<file path="src/rtl/m_alu_pipe_shifter_if.sv">
// Operand/result handshake bundle for m_alu_pipe_shifter; master drives operations, slave is the shifter.
// out_carry/out_zero exist only when ALU_SHIFT_FLAGS_EN is defined.
interface m_alu_pipe_shifter_if #(
  parameter int WIDTH = 32
);
  localparam int AW = $clog2(WIDTH);

  logic             in_valid;
  logic             in_ready;
  logic [WIDTH-1:0] in_data;
  logic [AW-1:0]    in_amount;
  logic [2:0]       in_type;
  logic             out_valid;
  logic             out_ready;
  logic [WIDTH-1:0] out_data;
  logic             out_type_err;
`ifdef ALU_SHIFT_FLAGS_EN
  logic             out_carry;
  logic             out_zero;

  modport master (
    output in_valid, in_data, in_amount, in_type, out_ready,
    input  in_ready, out_valid, out_data, out_type_err, out_carry, out_zero
  );
  modport slave (
    input  in_valid, in_data, in_amount, in_type, out_ready,
    output in_ready, out_valid, out_data, out_type_err, out_carry, out_zero
  );
`else
  modport master (
    output in_valid, in_data, in_amount, in_type, out_ready,
    input  in_ready, out_valid, out_data, out_type_err
  );
  modport slave (
    input  in_valid, in_data, in_amount, in_type, out_ready,
    output in_ready, out_valid, out_data, out_type_err
  );
`endif
endinterface

</file>
<file path="src/rtl/m_alu_pipe_shifter.sv">
// Pipelined barrel shifter (SHL/SHR/ASL/ASR/ROL/ROR, reserved types flagged); ALU_SHIFT_FLAGS_EN adds carry/zero.
// Latency: ceil(log2(WIDTH)/REG_EVERY) cycles from accept to out_valid, one op per cycle.
// Backpressure: single global enable; all ranks hold while out_valid && !out_ready, in_ready mirrors it.
module m_alu_pipe_shifter #(
  parameter int WIDTH     = 32,
  parameter int REG_EVERY = 2
) (
  input logic                 clk,
  input logic                 rst_n,
  m_alu_pipe_shifter_if.slave bus
);
  localparam int LEVELS = $clog2(WIDTH);
  localparam int AW     = LEVELS;

  localparam logic [2:0] T_SHR = 3'd1;
  localparam logic [2:0] T_ASR = 3'd3;
  localparam logic [2:0] T_ROL = 3'd4;
  localparam logic [2:0] T_ROR = 3'd5;

  // Everything an op needs to finish its remaining levels travels with the data.
  typedef struct packed {
    logic             vld;
    logic [WIDTH-1:0] dat;
    logic [AW-1:0]    amt;
    logic [2:0]       typ;
    logic             sgn;
`ifdef ALU_SHIFT_FLAGS_EN
    logic             shf;
    logic             cy;
    logic             zr;
`endif
  } stage_t;

  stage_t w_stg [LEVELS+1];
  stage_t w_in;
  logic   w_en;
  logic   w_unused;

  assign w_en         = !w_stg[LEVELS].vld || bus.out_ready;
  assign bus.in_ready = w_en;

  always_comb begin
    w_in     = '0;
    w_in.vld = bus.in_valid;
    w_in.dat = bus.in_data;
    w_in.amt = bus.in_amount;
    w_in.typ = bus.in_type;
    w_in.sgn = bus.in_data[WIDTH-1];
  end

  assign w_stg[0] = w_in;

  for (genvar l = 0; l < LEVELS; l++) begin : g_lvl
    localparam int SH       = 1 << l;
    localparam bit HAS_RANK = ((l + 1) % REG_EVERY == 0) || (l == LEVELS - 1);

    stage_t w_cur;
    stage_t w_nxt;

    assign w_cur = w_stg[l];

    always_comb begin
      w_nxt = w_cur;
      // Reserved types (6/7) pass through unshifted.
      if (w_cur.amt[l] && !(&w_cur.typ[2:1])) begin
        case (w_cur.typ)
          T_SHR:   w_nxt.dat = w_cur.dat >> SH;
          T_ASR:   w_nxt.dat = {{SH{w_cur.sgn}}, w_cur.dat[WIDTH-1:SH]};
          T_ROL:   w_nxt.dat = {w_cur.dat[WIDTH-SH-1:0], w_cur.dat[WIDTH-1:WIDTH-SH]};
          T_ROR:   w_nxt.dat = {w_cur.dat[SH-1:0], w_cur.dat[WIDTH-1:SH]};
          default: w_nxt.dat = w_cur.dat << SH;
        endcase
`ifdef ALU_SHIFT_FLAGS_EN
        // The last bit leaving at the highest applied level is the overall carry.
        w_nxt.shf = 1'b1;
        w_nxt.cy  = w_cur.typ[0] ? w_cur.dat[SH-1] : w_cur.dat[WIDTH-SH];
`endif
      end
`ifdef ALU_SHIFT_FLAGS_EN
      if (w_cur.typ == T_ROL) begin
        w_nxt.cy = w_nxt.shf & w_nxt.dat[0];
      end else if (w_cur.typ == T_ROR) begin
        w_nxt.cy = w_nxt.shf & w_nxt.dat[WIDTH-1];
      end
      w_nxt.zr = (w_nxt.dat == '0);
`endif
    end

    if (HAS_RANK) begin : g_rank
      stage_t r_stg;

      always_ff @(posedge clk or negedge rst_n) begin
        if (!rst_n) begin
          r_stg <= '0;
        end else if (w_en) begin
          r_stg <= w_nxt;
        end
      end

      assign w_stg[l+1] = r_stg;
    end else begin : g_comb
      assign w_stg[l+1] = w_nxt;
    end
  end

  assign bus.out_valid    = w_stg[LEVELS].vld;
  assign bus.out_data     = w_stg[LEVELS].dat;
  assign bus.out_type_err = &w_stg[LEVELS].typ[2:1];

`ifdef ALU_SHIFT_FLAGS_EN
  assign bus.out_carry = w_stg[LEVELS].cy;
  assign bus.out_zero  = w_stg[LEVELS].zr;
  assign w_unused      = ^{w_stg[LEVELS].amt, w_stg[LEVELS].sgn, w_stg[LEVELS].typ[0],
                           w_stg[LEVELS].shf};
`else
  assign w_unused      = ^{w_stg[LEVELS].amt, w_stg[LEVELS].sgn, w_stg[LEVELS].typ[0]};
`endif

endmodule

</file>
<file path="src/flat_wrapper.sv">
// flat-port wrapper written by rule: the top's interface ports become plain ports
module m_alu_pipe_shifter_flat 
#(
  parameter int WIDTH     = 32,
  parameter int REG_EVERY = 2
)
  (clk, rst_n, bus_in_valid, bus_in_data, bus_in_amount, bus_in_type, bus_out_ready, bus_in_ready, bus_out_valid, bus_out_data, bus_out_type_err);
  m_alu_pipe_shifter_if #(.WIDTH(WIDTH)) bus_i ();
  input logic clk;
  input logic rst_n;
  input wire logic [$bits(bus_i.in_valid)-1:0] bus_in_valid;
  input wire logic [$bits(bus_i.in_data)-1:0] bus_in_data;
  input wire logic [$bits(bus_i.in_amount)-1:0] bus_in_amount;
  input wire logic [$bits(bus_i.in_type)-1:0] bus_in_type;
  input wire logic [$bits(bus_i.out_ready)-1:0] bus_out_ready;
  output wire logic [$bits(bus_i.in_ready)-1:0] bus_in_ready;
  output wire logic [$bits(bus_i.out_valid)-1:0] bus_out_valid;
  output wire logic [$bits(bus_i.out_data)-1:0] bus_out_data;
  output wire logic [$bits(bus_i.out_type_err)-1:0] bus_out_type_err;
  assign bus_i.in_valid = bus_in_valid;
  assign bus_i.in_data = bus_in_data;
  assign bus_i.in_amount = bus_in_amount;
  assign bus_i.in_type = bus_in_type;
  assign bus_i.out_ready = bus_out_ready;
  assign bus_in_ready = bus_i.in_ready;
  assign bus_out_valid = bus_i.out_valid;
  assign bus_out_data = bus_i.out_data;
  assign bus_out_type_err = bus_i.out_type_err;
  m_alu_pipe_shifter #(.WIDTH(WIDTH), .REG_EVERY(REG_EVERY)) u_core (.clk(clk), .rst_n(rst_n), .bus(bus_i));
endmodule
</file>
<file path="config.mk">
export PLATFORM = sky130hd
export DESIGN_NAME = m_alu_pipe_shifter_flat
export DESIGN_NICKNAME = d
export VERILOG_FILES = /design/src/rtl/m_alu_pipe_shifter_if.sv /design/src/rtl/m_alu_pipe_shifter.sv /design/src/flat_wrapper.sv
export SDC_FILE = /design/constraint.sdc
export NUM_CORES = 1
export LEC_CHECK = 0
export ABC_CLOCK_PERIOD_IN_PS = 4700
export CELL_PAD_IN_SITES_DETAIL_PLACEMENT = 0
export CELL_PAD_IN_SITES_GLOBAL_PLACEMENT = 1
export CORE_MARGIN = 2
export CORE_UTILIZATION = 25
export CTS_CLUSTER_SIZE = 14
export DETAILED_ROUTE_END_ITERATION = 10
export PLACE_DENSITY_LB_ADDON = 0.1
export REMOVE_ABC_BUFFERS = 1
export SKIP_CTS_REPAIR_TIMING = 1
export SYNTH_ARGS = -nofsm -noshare
export SYNTH_HDL_FRONTEND = slang
export SYNTH_SLANG_ARGS = --single-unit
</file>
<file path="constraint.sdc">
create_clock -name clk -period 4.7 [get_ports clk]
set_input_delay 0.47 -clock clk [delete_from_list [all_inputs] [get_ports clk]]
set_output_delay 0.47 -clock clk [all_outputs]
set_load 0.01 [all_outputs]
</file>
# ---- Word-level counts from Yosys, hierarchy flattened
# Index checks and enable logic that the tools add are counted.
dict set report classes {
  n_eq_ne 12
  mux 10
  n_reduce_logical 15
}
# operator n
set op_table {}
lappend op_table {{32-bit case mux with 4 select lines} 4}
lappend op_table {{32-bit two-way mux} 5}
lappend op_table {{32-bit case mux with 3 select lines} 1}
lappend op_table {{3-bit equality test (second input constant)} 6}
lappend op_table {{3-bit by 1-bit equality test with 1-bit output (second input constant)} 3}
lappend op_table {{3-bit by 2-bit equality test with 1-bit output (second input constant)} 3}
lappend op_table {{2-bit AND reduction} 4}
lappend op_table {{1-bit logical AND} 5}
lappend op_table {{1-bit zero test} 4}
lappend op_table {{2-bit OR reduction} 1}
lappend op_table {{1-bit logical OR} 1}
dict set report totals {
  elab_cells 50
  input_bits 44
  out_inout_bits 35
  regBits 120
}

# ---- Depth between registers and ports, before layout
dict set report depth {
  word_depth 6
  mapped_depth 8
  depth_no_buf 6
}

# ---- Worst setup path before layout
# No wires, ideal clock.
dict set report synth_timing {
  kind {flip-flop to output port}
  start {register u_core.g_lvl[4].g_rank.r_stg, in the netlist u_core.bus.out_valid}
  end {output bus_in_ready}
  stages_incl_launch_ff 6
  arrival_ns 1.348
  t_required_ns 4.230
  slack_ns 2.882
  path_buffers 3
  path_cell_list {dfrtp_1 -> nor2b_1 -> buf_2 -> inv_1 -> clkbuf_1 -> clkbuf_1}
}
dict set report synth_between {
  elab_chain_len 2
}
# element line
set synth_lines {}
lappend synth_lines {{start, declared} m_alu_pipe_shifter.sv:90} ;# stage_t r_stg;
lappend synth_lines {{start signal, assigned} m_alu_pipe_shifter.sv:96} ;# r_stg <= w_nxt;
lappend synth_lines {{1-bit zero test} m_alu_pipe_shifter.sv:39} ;# assign w_en = !w_stg[LEVELS].vld || bus.out_ready;
lappend synth_lines {{1-bit logical OR} m_alu_pipe_shifter.sv:39}
lappend synth_lines {{end, declared} flat_wrapper.sv:16} ;# output wire logic [$bits(bus_i.in_ready)-1:0] bus_in_ready;
# Every way passes these cells.

# ---- Final worst setup path
dict set report layout_timing {
  start {input bus_out_ready}
  end {output bus_in_ready}
}
dict set report layout_between {
  elab_chain_len 1
}
# element line
set layout_lines {}
lappend layout_lines {{start, declared} flat_wrapper.sv:15} ;# input wire logic [$bits(bus_i.out_ready)-1:0] bus_out_ready;
lappend layout_lines {{1-bit logical OR} m_alu_pipe_shifter.sv:39}
# Every way passes these cells.

==> metrics <==
Post-synth EDFFs 0; antenna cells 0; Placer Congestion ~0.8; full die area approximately 0.034 mm²; most area-consuming cells after synthesis dfrtp_1 (35%), mux2i_1 (9.9%), a21oi_1 (8.0%); critical path's largest stage delay 0.57 ns; status finished clean; Worst Max-Slew Pin Slew about 0.95 ns; H-tree depth 4; Synth area leader dfrtp_1; vias in the first global route ~7,400; slack of the critical path ~1.9 ns; Mapped Area ~0.008 mm²; Hold WC Path Type input pin to async pin; DR WL/cell between 20 and 25 µm; Hold Fails Final Rpt 0; Core Area 0.0324 mm²; antenna-violating nets left 0; row cnt 66; simple-gate share of the synthesized area approximately 18%; largest net degree at the start of global routing 64; most frequent cells in the layout nand2_1 (162), nor2_1 (138), a21oi_1 (131), dfrtp_1 (112), mux2i_1 (81); Place WS between 1.5 and 2 ns; gr usage total between 10% and 20%; root buffer cell clkbuf_16; Max Slew Vio Count 0; WP buf/inv 3; DR pass1 iterations 5; HPWL after DPL roughly 21,000 µm; RSZ-0062 raised after global routing false; Gate Count Post-Synth 1,030; Worst Skew 0.00838 ns; via/cell ratio a little over 5; CTS Buf Count 17; I/O pins 79; WL final approximately 31,000 µm; Syn. warnings 0; die width 185 µm; critical path peak fanout ~40; Adder-Cell Fraction of Synth Area 0%; total of max-cap violations 0; Synth Register Bits between 100 and 150; first-pass GRT wire length 48,400 µm; Max Root-Sink Buffers 2; XOR/XNOR Fraction of Synth Area 0%; post-synthesis mux area share a little under an eighth; Vias 7,628; proportion of layout cells with a drive suffix above 1 under 10%; WP data required 4.23 ns; Final Net Count approximately 1,100; grt total ovfl 0; critical path class input pin to primary output; Critical-path top delay cell clkdlybuf4s50_1; fmax about 0.36 GHz; CP most frequent cell clkdlybuf4s50_1; largest family of logic cells by synthesized area compound AO/OA/AOI/OAI gates; CP Launch Type input pin; Async SR Flop Fraction 100%; Layout area overhead 16.9%; leakage just under 4 nW; Clock Sinks ~110; Synth Area in Compound Gates between 20% and 30%; crit end category primary output; period utilization about three fifths; setup violators final 0; clock latency on the worst-skew pair 0.42 ns; Slew Limit Headroom 36.6%; drt drc 0; Starting Density approximately a quarter; CP delay by family, top buffers and inverters; CTS tree done; worst vdd ir approximately 0.18 mV; Hold WS around 0.088 ns; WP data arrival between 2 and 2.5 ns; most common cell after layout, fill and taps aside nand2_1; initial DRC count around 560; Synth top area share 34.6%; power density over cell area around 570 mW/mm²; syn avg cell area 7.93 µm²; Seq/Total Area, Yosys between 30% and 40%; clock-pin slew on the worst setup and hold paths approximately 0.060 ns; Post-synth top flop dfrtp_1; antenna violations before repair 0; Die Ht 185 µm; Port Buffer Count between 70 and 80; worst-path cell chain clkdlybuf4s50_1 > nor2b_4 > inv_4 > clkdlybuf4s50_1; Synth cell types 56; final period demand of the worst path between 2 and 3 ns
==> cell type report <==
type	count	area [µm²]
sequential	113	2830
clock inverter	10	85.1
multi-input combinational	789	4650
tap	442	553
fill	3530	22800
inverter	8	32.5
clock buffer	22	474
timing repair buffer	96	923
==> synth_stat cells, types with 2 or more instances <==
| cell type | n |
|---|---|
| nand2_1 | 162 |
| nor2_1 | 138 |
| a21oi_1 | 131 |
| dfrtp_1 | 113 |
| mux2i_1 | 81 |
| buf_4 | 44 |
| o21ai_0 | 42 |
| clkbuf_1 | 38 |
| buf_2 | 36 |
| a211oi_1 | 29 |
| nand3_1 | 25 |
| a221oi_1 | 21 |
| a31oi_1 | 16 |
| o211ai_1 | 16 |
| o31ai_1 | 16 |
| a221o_1 | 13 |
| mux2_2 | 11 |
| nor2b_1 | 9 |
| a22oi_1 | 7 |
| inv_1 | 7 |
| nand3b_1 | 6 |
| o22a_1 | 6 |
| a21bo_2 | 5 |
| nor3_1 | 5 |
| and2_1 | 4 |
| nand2b_1 | 4 |
| o22ai_1 | 4 |
| a22o_1 | 3 |
| o21bai_1 | 3 |
| o221ai_1 | 3 |
| o311ai_0 | 3 |
| o32a_1 | 3 |
| a21boi_1 | 2 |
| a21boi_4 | 2 |
==> worst reg2reg max path: cells and delay by family, from the launching register on <==
family,cells,cell delay [ns]
DFF,1,0.75
AOI/OAI and AO/OA,4,1.73
and+or+nand+nor,1,0.14
==> per-stage QoR <==
stage                     util (%)  power [mW]  instances  instance area [µm²]  TNS (ns)
after floorplan                  -        3.08        910                 7500   -188.39
after global placement        27.8        4.18       1448                 8990         0
after detailed placement      27.8        4.18       1448                 8990         0
after CTS                     29.5        5.45       1480                 9550         0
after global routing          29.5        5.78       1480                 9550         0
final                         29.5        5.40       1480                 9550         0
==> cells by family after synthesis <==
family / count (synthesis)
buf+inv: 128
compound gates: 338
simple gates: 358
flops: 113
mux: 93
==> routing by layer <==
layer,wire length (µm),up-vias,track usage [%]
li1,-,3683,-
met1,15400,3728,26.9
met2,14100,190,29.0
met3,1080,27,2.05
met4,429,0,5.17
met5,0,-,0
==> where the power goes <==
part,internal (mW),switching [mW]
clock,0.763,0.481
combinational,0.984,1.30
sequential,1.38,0.485
total,3.13,2.27
==> final timing paths <==
path | from | endpoint | slack (ns) | depth (start not counted)
setup / recovery | bus_out_ready | bus_in_ready | 1.91 | 4
hold / removal | rst_n | u_core.bus.out_data[25] | 0.09 | 1
setup reg to reg | u_core.g_lvl[1].g_rank.r_stg[3] | u_core.g_lvl[3].g_rank.r_stg[26] | 1.96 | 5
hold reg to reg | u_core.g_lvl[4].g_rank.r_stg[3] | u_core.g_lvl[4].g_rank.r_stg[3] | 0.46 | 2
max in group asynchronous | rst_n | u_core.g_lvl[1].g_rank.r_stg[1] | 3.67 | 2
min in group clk | u_core.g_lvl[4].g_rank.r_stg[3] | u_core.g_lvl[4].g_rank.r_stg[3] | 0.46 | 2
==> flip-flops by register name, summed over array words and instances, names as in the netlist <==
| name | count |
|---|---|
| u_core.g_lvl.g_rank.r_stg | 80 |
| u_core.bus.out_data | 32 |
| u_core.bus.out_valid | 1 |
(Power assumes the default switching activity.)
